**src/rtl/mult_acc_if.sv**
```systemverilog
// Product-in / sum-out handshake bundle for mult_acc_stage.
// The master side drives products and out_ready; the slave side is the accumulator stage.
interface mult_acc_if #(
    parameter int PROD_W = 8,
    parameter int ACC_W  = 16
);
    logic [PROD_W-1:0] prod_in;
    logic              in_valid;
    logic              in_ready;
    logic [ACC_W-1:0]  acc_out;
    logic              out_valid;
    logic              out_ready;
    logic              acc_ovf;

    modport master (
        output prod_in,
        output in_valid,
        output out_ready,
        input  in_ready,
        input  acc_out,
        input  out_valid,
        input  acc_ovf
    );

    modport slave (
        input  prod_in,
        input  in_valid,
        input  out_ready,
        output in_ready,
        output acc_out,
        output out_valid,
        output acc_ovf
    );
endinterface

```
**src/rtl/mult_acc_stage.sv**
```systemverilog
// Accumulates VEC_LEN unsigned products into one dot-product sum, valid/ready on both sides.
// Define MULT_ACC_SAT_EN to saturate the running sum instead of wrapping modulo 2^ACC_W.
module mult_acc_stage #(
    parameter int PROD_W  = 8,
    parameter int ACC_W   = 16,
    parameter int VEC_LEN = 4,
    parameter int CNT_W   = 3
) (
    input  logic      clk,
    input  logic      rst_n,
    input  logic      clr,
    mult_acc_if.slave bus
);
    typedef enum logic [1:0] {
        IDLE  = 2'd0,
        ACCUM = 2'd1,
        HOLD  = 2'd2
    } state_t;

    localparam logic [CNT_W-1:0] LAST_BEAT = CNT_W'(VEC_LEN - 1);

    state_t             r_state,     w_state_nxt;
    logic [ACC_W-1:0]   r_acc,       w_acc_nxt;
    logic [CNT_W-1:0]   r_cnt,       w_cnt_nxt;
    logic               r_ovf_int,   w_ovf_int_nxt;
    logic [ACC_W-1:0]   r_acc_out,   w_acc_out_nxt;
    logic               r_out_valid, w_out_valid_nxt;
    logic               r_acc_ovf,   w_acc_ovf_nxt;

    logic               w_in_ready;
    logic               w_accept;
    logic [ACC_W-1:0]   w_base_acc;
    logic [CNT_W-1:0]   w_base_cnt;
    logic               w_base_ovf;
    logic [ACC_W:0]     w_sum;

    // Returns {carry, stored value}; the carry is kept even when saturating.
    function automatic logic [ACC_W:0] acc_add(input logic [ACC_W-1:0] a,
                                               input logic [PROD_W-1:0] p);
        logic [ACC_W:0] s;
        s = {1'b0, a} + (ACC_W+1)'(p);
`ifdef MULT_ACC_SAT_EN
        if (s[ACC_W]) s[ACC_W-1:0] = '1;
`endif
        return s;
    endfunction

    assign w_in_ready = (r_state != HOLD) && !clr;
    assign w_accept   = bus.in_valid && w_in_ready;

    // IDLE starts a fresh vector, so it folds into the ACCUM path with a zero base.
    always_comb begin
        w_base_acc = (r_state == IDLE) ? '0   : r_acc;
        w_base_cnt = (r_state == IDLE) ? '0   : r_cnt;
        w_base_ovf = (r_state == IDLE) ? 1'b0 : r_ovf_int;
        w_sum      = acc_add(w_base_acc, bus.prod_in);
    end

    always_comb begin
        w_state_nxt     = r_state;
        w_acc_nxt       = r_acc;
        w_cnt_nxt       = r_cnt;
        w_ovf_int_nxt   = r_ovf_int;
        w_acc_out_nxt   = r_acc_out;
        w_out_valid_nxt = r_out_valid;
        w_acc_ovf_nxt   = r_acc_ovf;
        if (clr) begin
            w_state_nxt     = IDLE;
            w_acc_nxt       = '0;
            w_cnt_nxt       = '0;
            w_ovf_int_nxt   = 1'b0;
            w_out_valid_nxt = 1'b0;
        end else begin
            case (r_state)
                IDLE, ACCUM: begin
                    if (w_accept) begin
                        if (w_base_cnt == LAST_BEAT) begin
                            w_acc_out_nxt   = w_sum[ACC_W-1:0];
                            w_acc_ovf_nxt   = w_base_ovf | w_sum[ACC_W];
                            w_out_valid_nxt = 1'b1;
                            w_acc_nxt       = '0;
                            w_cnt_nxt       = '0;
                            w_ovf_int_nxt   = 1'b0;
                            w_state_nxt     = HOLD;
                        end else begin
                            w_acc_nxt     = w_sum[ACC_W-1:0];
                            w_cnt_nxt     = w_base_cnt + 1'b1;
                            w_ovf_int_nxt = w_base_ovf | w_sum[ACC_W];
                            w_state_nxt   = ACCUM;
                        end
                    end
                end
                HOLD: begin
                    if (bus.out_ready) begin
                        w_out_valid_nxt = 1'b0;
                        w_state_nxt     = IDLE;
                    end
                end
                default: begin
                    w_state_nxt     = IDLE;
                    w_out_valid_nxt = 1'b0;
                end
            endcase
        end
    end

    always_ff @(posedge clk or negedge rst_n) begin
        if (!rst_n) begin
            r_state     <= IDLE;
            r_acc       <= '0;
            r_cnt       <= '0;
            r_ovf_int   <= 1'b0;
            r_acc_out   <= '0;
            r_out_valid <= 1'b0;
            r_acc_ovf   <= 1'b0;
        end else begin
            r_state     <= w_state_nxt;
            r_acc       <= w_acc_nxt;
            r_cnt       <= w_cnt_nxt;
            r_ovf_int   <= w_ovf_int_nxt;
            r_acc_out   <= w_acc_out_nxt;
            r_out_valid <= w_out_valid_nxt;
            r_acc_ovf   <= w_acc_ovf_nxt;
        end
    end

    assign bus.in_ready  = w_in_ready;
    assign bus.acc_out   = r_acc_out;
    assign bus.out_valid = r_out_valid;
    assign bus.acc_ovf   = r_acc_ovf;
endmodule
```
**src/flat_wrapper.sv**
```systemverilog
// flat-port wrapper written by rule: the top's interface ports become plain ports
module mult_acc_stage_flat 
#(
    parameter int PROD_W  = 8,
    parameter int ACC_W   = 16,
    parameter int VEC_LEN = 4,
    parameter int CNT_W   = 3
)
  (clk, rst_n, clr, bus_prod_in, bus_in_valid, bus_out_ready, bus_in_ready, bus_acc_out, bus_out_valid, bus_acc_ovf);
  mult_acc_if #(.PROD_W(PROD_W), .ACC_W(ACC_W)) bus_i ();
  input  logic clk;
  input  logic rst_n;
  input  logic clr;
  input wire logic [$bits(bus_i.prod_in)-1:0] bus_prod_in;
  input wire logic [$bits(bus_i.in_valid)-1:0] bus_in_valid;
  input wire logic [$bits(bus_i.out_ready)-1:0] bus_out_ready;
  output wire logic [$bits(bus_i.in_ready)-1:0] bus_in_ready;
  output wire logic [$bits(bus_i.acc_out)-1:0] bus_acc_out;
  output wire logic [$bits(bus_i.out_valid)-1:0] bus_out_valid;
  output wire logic [$bits(bus_i.acc_ovf)-1:0] bus_acc_ovf;
  assign bus_i.prod_in = bus_prod_in;
  assign bus_i.in_valid = bus_in_valid;
  assign bus_i.out_ready = bus_out_ready;
  assign bus_in_ready = bus_i.in_ready;
  assign bus_acc_out = bus_i.acc_out;
  assign bus_out_valid = bus_i.out_valid;
  assign bus_acc_ovf = bus_i.acc_ovf;
  mult_acc_stage #(.PROD_W(PROD_W), .ACC_W(ACC_W), .VEC_LEN(VEC_LEN), .CNT_W(CNT_W)) u_core (.clk(clk), .rst_n(rst_n), .clr(clr), .bus(bus_i));
endmodule
```
**config.mk**
```make
export PLATFORM = sky130hd
export DESIGN_NAME = mult_acc_stage_flat
export DESIGN_NICKNAME = d
export VERILOG_FILES = /design/src/rtl/mult_acc_if.sv /design/src/rtl/mult_acc_stage.sv /design/src/flat_wrapper.sv
export SDC_FILE = /design/constraint.sdc
export NUM_CORES = 1
export LEC_CHECK = 0
export ABC_AREA = 1
export BUFFER_PORTS_ARGS = -buffer_cell sky130_fd_sc_hd__buf_2
export CAP_MARGIN = 30
export CELL_PAD_IN_SITES_DETAIL_PLACEMENT = 0
export CELL_PAD_IN_SITES_GLOBAL_PLACEMENT = 1
export CORE_ASPECT_RATIO = 2
export CORE_MARGIN = 2
export CORE_UTILIZATION = 37
export CTS_BUF_LIST = sky130_fd_sc_hd__clkbuf_4 sky130_fd_sc_hd__clkbuf_8
export DETAILED_ROUTE_END_ITERATION = 10
export HOLD_SLACK_MARGIN = 0.06
export PLACE_DENSITY_LB_ADDON = 0.1
export SYNTH_ARGS = -nofsm -noshare
export SYNTH_HDL_FRONTEND = slang
export SYNTH_SLANG_ARGS = --single-unit
```
**constraint.sdc**
```tcl
create_clock -name clk -period 2.2 [get_ports clk]
set_input_delay 0.22 -clock clk [delete_from_list [all_inputs] [get_ports clk]]
set_output_delay 0.22 -clock clk [all_outputs]
set_load 0.02 [all_outputs]
```
==> impl_metrics.csv, run 1 <==
group,metric,value,unit
yosys,yosysWarnings,0,
timing,rsz0062_at_grt,"yes",
global_routing,grt_max_degree,24,
setup_path,crit_chain,"nor2_4 -> buf_12 -> nor2_1 -> ha_1 -> or2_2 -> nand3b_1 -> nand2_2 -> nand3_1 -> nand3_1 -> nand3_1 -> nand2_1",
setup_path,critPathLaunchType,"register",
clock_network,numCtsBuffers,5,
clock_network,cts.clk_slew.worst_paths,80,ps
timing,worstMarginPinSlew,427.6,ps
place,place_area,0.002746,mm²
clock_network,numClockSinks,40,
place,place_inst,441,
layout,finalNetCount,390,
global_routing,antenna_found_initial,0,
global_routing,grt_overflow,0,
place,gp_congestion,0.8762,
layout,final_common_cell,"nand2_1",
drt,dr_total_vias,2134,
floorplanning,die_x,60.93,µm
timing,hold_violations,0,
drt,drc,0,
yosys,syn-num-nets,343,
clock_network,clk-insertion-delay-late,310,ps
flow_run,max_cap_viol_count,0,
drt,drt-vias-per-instance,4.700,
timing,maxSlewHeadroom,71.49,%
power,pwr-share-comb,13.2,%
layout,ff_latch_area,0.001001,mm²
yosys,syn_area,0.002399,mm²
timing,fin_worst_skew,15.45,ps
yosys,ys_seq_area_share,41.73,%
setup_path,critPathSlowestCell,"dfrtp_1",
place,place_hpwl,5027,µm
timing,whs,231.3,ps
yosys,syn_avg_cell_area,7.495,µm²
floorplanning,coreArea,0.006310,mm²
setup_path,max_stage_delay,430,ps
setup_path,required,2390,ps
global_routing,grtUsageTotal,20.12,%
power,p_total,1.592,mW
min_path,hp-class,"input port to register",
setup_path,path_class,"register to register",
drt,drt_iter0_drc,60,
layout,layout-drive-gt1-share,26.36,%
clock_network,cts.path.max_buffers,2,
clock_network,clockRootBuffer,"clkbuf_8",
power,p_int,1.179,mW
yosys,netlist_instances,320,
outcome,status,"finished, final reports clean",
floorplanning,initial_utilization,38.01,%
floorplanning,die_area,0.007182,mm²
power,irDropWorstVdd,405.4,µV
power,pwr-share-clk,39.2,%
yosys,ys_seq_elements,40,
clock_network,cts_tree,"done",
power,pwr-share-seq,47.5,%
timing,slew_viol_final,0,
global_routing,grt_pass1_wl,10620,µm
floorplanning,die_h,117.9,µm
timing,post-route-min-period,2135,ps
yosys,yosysUniqueCellTypes,27,
layout,area_delta_synth_final,23.32,%
global_routing,grt_pass1_vias,2191,
layout,multiInputGateArea,0.001264,mm²
layout,antenna_cells,0,
timing,fmax,0.4684,GHz
drt,dr.pass1.iters,4,
power,p_per_area,538.3,mW/mm²
timing,setup_viol,0,
layout,instances_no_fill,454,
power,leakage,1.583,nW
floorplanning,row_count,41,
clock_network,cts_max_level,2,
floorplanning,ios,32,
drt,drt-total-wl,6495,µm
setup_path,cp_max_fo,5,
setup_path,cp.arrival,2330,ps
place,io_buffers,31,
setup_path,timing.critical_path.mode_cell,"nand3_1",
setup_path,end_kind,"register",
power,p_switching,0.4131,mW
drt,wl_per_cell,14.31,µm
layout,fillCellCount,674,
drt,antenna_left,0,
timing,post-route-period-util,97.04,%
power,sw_frac_of_total,25.95,%
layout,final_cell_area,0.002958,mm²
layout,layout_common_cells,"102 x nand2_1, 40 x dfrtp_1, 38 x inv_1",
[logic make-up after synthesis]
family | synth area share, %
adder cells (fa/ha/maj) | 5.530
AO/OA/AOI/OAI | 6.573
XOR/XNOR | 1.461
flip-flops | 41.73
buffers and inverters | 8.346
AND/OR/NAND/NOR | 36.36
[cells in the mapped netlist, drive strengths merged]
| library cell | instances | area [µm²] |
|---|---|---|
| a21oi | 3 | 15.01 |
| and2 | 1 | 6.260 |
| buf | 5 | 46.29 |
| clkbuf | 1 | 3.750 |
| dfrtp | 40 | 1001 |
| fa | 1 | 20.02 |
| ha | 9 | 112.6 |
| inv | 40 | 150.1 |
| nand2 | 114 | 432.9 |
| nand3 | 36 | 180.2 |
| nand3b | 4 | 30.03 |
| nand4 | 3 | 18.77 |
| nor2 | 36 | 185.2 |
| o21ai | 14 | 103.9 |
| o21bai | 1 | 7.510 |
| o22ai | 5 | 31.28 |
| or2 | 3 | 18.77 |
| xnor2 | 2 | 17.52 |
| xor2 | 2 | 17.52 |
[worst paths after layout]
kind,from,end,slack (ps),depth (start not counted)
worst max-delay path,u_core.r_state[0]$_DFFE_PN0P_,u_core.bus.acc_out[13]$_DFFE_PN0P_,70,11
max in group asynchronous,rst_n,u_core.r_acc[11]$_DFFE_PN0P_,1150,3
worst max register to register,u_core.r_state[0]$_DFFE_PN0P_,u_core.bus.acc_out[13]$_DFFE_PN0P_,70,11
worst min-delay path,bus_out_ready,u_core.r_state[1]$_DFFE_PN0P_,230,4
min in group asynchronous,rst_n,u_core.bus.acc_out[2]$_DFFE_PN0P_,380,2
worst min register to register,u_core.r_ovf_int$_DFFE_PN0P_,u_core.r_ovf_int$_DFFE_PN0P_,470,2
[layout make-up]
cell class	count	area share (%)
clock buffer	6	2.580
tap	86	3.638
timing repair buffer	46	10.96
multi-input combinational	234	42.72
inverter	40	5.076
clock inverter	2	1.184
sequential	40	33.84
[flip-flops by register name (all words and copies together), names as in the netlist]
register and cells:
u_core.r_acc 16, u_core.bus.acc_ovf 1, u_core.r_ovf_int 1, u_core.bus.out_valid 1
u_core.bus.acc_out 16, u_core.r_state 2, u_core.r_cnt 3
[through the flow]
step                      utilization [%]  worst slack [ps]  setup TNS [ps]
final                               46.88             65.13               0
after global routing                46.88            -58.19          -552.0
after global placement              43.53             72.98               0
after CTS                           45.45             19.50               0
after detailed placement            43.53             44.52               0
after floorplan                         -            -68.85          -101.8
[routing by layer]
metal,up-vias,part of all wire (%),global-route usage (%)
li1,1104,-,-
met1,993,39,22.67
met2,26,56,35.89
met3,11,1.9,3.626
met4,0,2.5,6.929
met5,-,0,0
[timing repair]
item | CTS | global route
hold buffers | 1 | 0
hold endpoints to repair | 17 | 0
buffers inserted | 0 | 5
gates resized for setup | 0 | 21
endpoints found under the setup margin | 0 | 22
[power groups by stage]
stage / clock network (mW) / logic, mW / registers [mW]
floorplan: 0 / 0.114 / 0.772
global placement: 0 / 0.195 / 0.771
detailed placement: 0 / 0.194 / 0.772
CTS: 0.647 / 0.197 / 0.757
global route: 0.678 / 0.238 / 0.758
finish: 0.625 / 0.211 / 0.757
[worst max-delay path: cells and delay by family (launching register included)]
family        cells  cell delay (ps)
flops             1              430
simple gates      9             1150
buf+inv           1              140
fa+ha+maj         1              310
No activity file was read; power rests on OpenSTA's default activity.
==> inputs of run 2 (changes only) <==
==> constraint.sdc (replaced) <==
create_clock -name clk -period 2.2 [get_ports clk]
set_input_delay 0.44 -clock clk [delete_from_list [all_inputs] [get_ports clk]]
set_output_delay 0.44 -clock clk [all_outputs]
set_load 0.02 [all_outputs]
==> run 2 against run 1 <==
  * Sequential power hardly changed
  * Sequential share of layout area is 0.35 points lower
  * Via count is 0.47% higher
  * Hold slack worse by 44 ps
  * Worst setup slack better by 65 ps
  * Clock skew is 7.7 ps lower
  * Count of clock-buffer cells in the layout is 2 higher
  * Flip-flop and latch count stayed put
  * Critical endpoint is now u_core.r_acc[6]$_DFFE_PN0P_
==> impl_metrics.csv, run 2 (same netlist as run 1, synthesis figures left out) <==
group,metric,value,unit
clock_network,numClockSinks,40,
timing,fin_worst_skew,7.781,ps
setup_path,path_class,"register to register",
global_routing,antenna_found_initial,0,
drt,drt_iter0_drc,62,
place,gp_congestion,0.8690,
layout,area_delta_synth_final,24.62,%
timing,post-route-min-period,2070,ps
setup_path,critPathTopFamily,"simple AND/OR/NAND/NOR gates",
setup_path,crit_chain,"nor2_4 -> nor2_1 -> ha_2 -> fa_2 -> nand2_2 -> nand2_2 -> nand3b_1 -> nand2_2 -> or2_4 -> nand3_2 -> o21ai_1",
global_routing,grt_pass1_wl,10330,µm
drt,antenna_left,0,
timing,hold_violations,0,
global_routing,grt_pass1_vias,2157,
drt,dr_total_vias,2144,
power,p_total,1.524,mW
drt,drc,0,
clock_network,cts_tree,"done",
clock_network,clockRootBuffer,"clkbuf_8",
timing,worstMarginPinSlew,518.4,ps
clock_network,cts.clk_slew.worst_paths,80,ps
clock_network,cts.path.max_buffers,2,
outcome,status,"finished, final reports clean",
place,io_buffers,31,
drt,dr.pass1.iters,4,
setup_path,cp_max_fo,6,
layout,fillCellCount,696,
setup_path,required,2400,ps
floorplanning,coreArea,0.006310,mm²
flow_run,max_cap_viol_count,0,
global_routing,grt_max_degree,41,
floorplanning,die_x,60.93,µm
layout,final_cell_area,0.002989,mm²
floorplanning,die_h,117.9,µm
layout,ff_latch_area,0.001001,mm²
timing,slew_viol_final,0,
clock_network,cts_max_level,2,
layout,multiInputGateArea,0.001315,mm²
layout,finalNetCount,390,
timing,maxSlewHeadroom,65.44,%
timing,tns,0,ps
power,irDropWorstVdd,347.5,µV
setup_path,r2r_slack,130,ps
global_routing,grt_overflow,0,
setup_path,timing.critical_path.mode_cell,"nand2_2",
place,place_area,0.002746,mm²
place,place_hpwl,4879,µm
floorplanning,die_area,0.007182,mm²
layout,layout-drive-gt1-share,28.53,%
setup_path,cp.arrival,2270,ps
global_routing,grtUsageTotal,19.77,%
setup_path,path_buf_inv,0,
power,p_per_area,509.7,mW/mm²
floorplanning,ios,32,
timing,whs,186.9,ps
setup_path,end_kind,"register",
setup_path,critPathSlowestCell,"dfrtp_1",
layout,fin_util,47.37,%
drt,wl_per_cell,14.10,µm
setup_path,max_stage_delay,420,ps
timing,fmax,0.4831,GHz
setup_path,critPathLaunchType,"register",
timing,post-route-period-util,94.08,%
timing,setup_viol,0,
timing,rsz0062_at_grt,"yes",
layout,final_common_cell,"nand2_1",
layout,antenna_cells,0,
floorplanning,initial_utilization,38.01,%
min_path,hp-class,"input port to asynchronous set/reset pin",
layout,layout_common_cells,"99 x nand2_1, 40 x dfrtp_1, 39 x inv_1",
drt,drt-total-wl,6400,µm
clock_network,clk-insertion-delay-late,310,ps
drt,drt-vias-per-instance,4.722,
floorplanning,row_count,41,
power,leakage,1.578,nW
clock_network,numCtsBuffers,5,
## run 2: cell types whose count changed in the layout (fill, tap and decap cells not counted), moves of 3 or more
| cell | previous run | this run |
|---|---|---|
| nand2_1 | 102 | 99 |
| nand2_2 | 12 | 15 |
| nand3_1 | 33 | 29 |
| nand3_2 | 3 | 7 |
## run 2: power by group
group | internal (mW) | leakage (nW) | total [mW] | switching, mW
Clock | 0.281 | 0.0523 | 0.551 | 0.270
Combinational | 0.0828 | 0.975 | 0.216 | 0.133
Sequential | 0.751 | 0.551 | 0.757 | 0.00600
Total | 1.11 | 1.58 | 1.52 | 0.409
## run 2: final timing paths
path,startpoint,end,cells past startpoint
max reg2reg,u_core.r_state[0]$_DFFE_PN0P_,u_core.r_acc[6]$_DFFE_PN0P_,11
max,u_core.r_state[0]$_DFFE_PN0P_,u_core.r_acc[6]$_DFFE_PN0P_,11
min reg2reg,u_core.bus.acc_out[6]$_DFFE_PN0P_,u_core.bus.acc_out[6]$_DFFE_PN0P_,2
max in group asynchronous,rst_n,u_core.bus.out_valid$_DFFE_PN0P_,2
min,rst_n,u_core.bus.acc_out[1]$_DFFE_PN0P_,2
min in group clk,bus_out_ready,u_core.r_state[1]$_DFFE_PN0P_,4
## run 2: per-layer routing
layer,share of wire [%],vias to the layer above,GRT usage [%]
met5,0,-,0
met4,2.7,0,8.424
met3,2.0,12,3.187
met2,57,30,35.28
met1,39,1003,21.68
li1,-,1099,-
## run 2: cell type report
| class | count | share of cell area [%] |
|---|---|---|
| inverter | 40 | 5.023 |
| clock buffer | 8 | 3.265 |
| sequential | 40 | 33.49 |
| tap | 86 | 3.600 |
| multi-input combinational | 234 | 43.99 |
| timing repair buffer | 46 | 10.63 |
## run 2: repair_timing
item,CTS,global route
gates resized for setup,0,28
setup endpoints to repair,0,22
setup buffers,0,6
hold buffers,0,0
## run 2: metrics by stage
stage | instances | setup WS [ps]
after floorplan | 320 | -68.85
after global placement | 441 | 70.34
after detailed placement | 441 | 40.18
after CTS | 449 | 15.47
after global routing | 454 | -25.65
final | 454 | 130.2
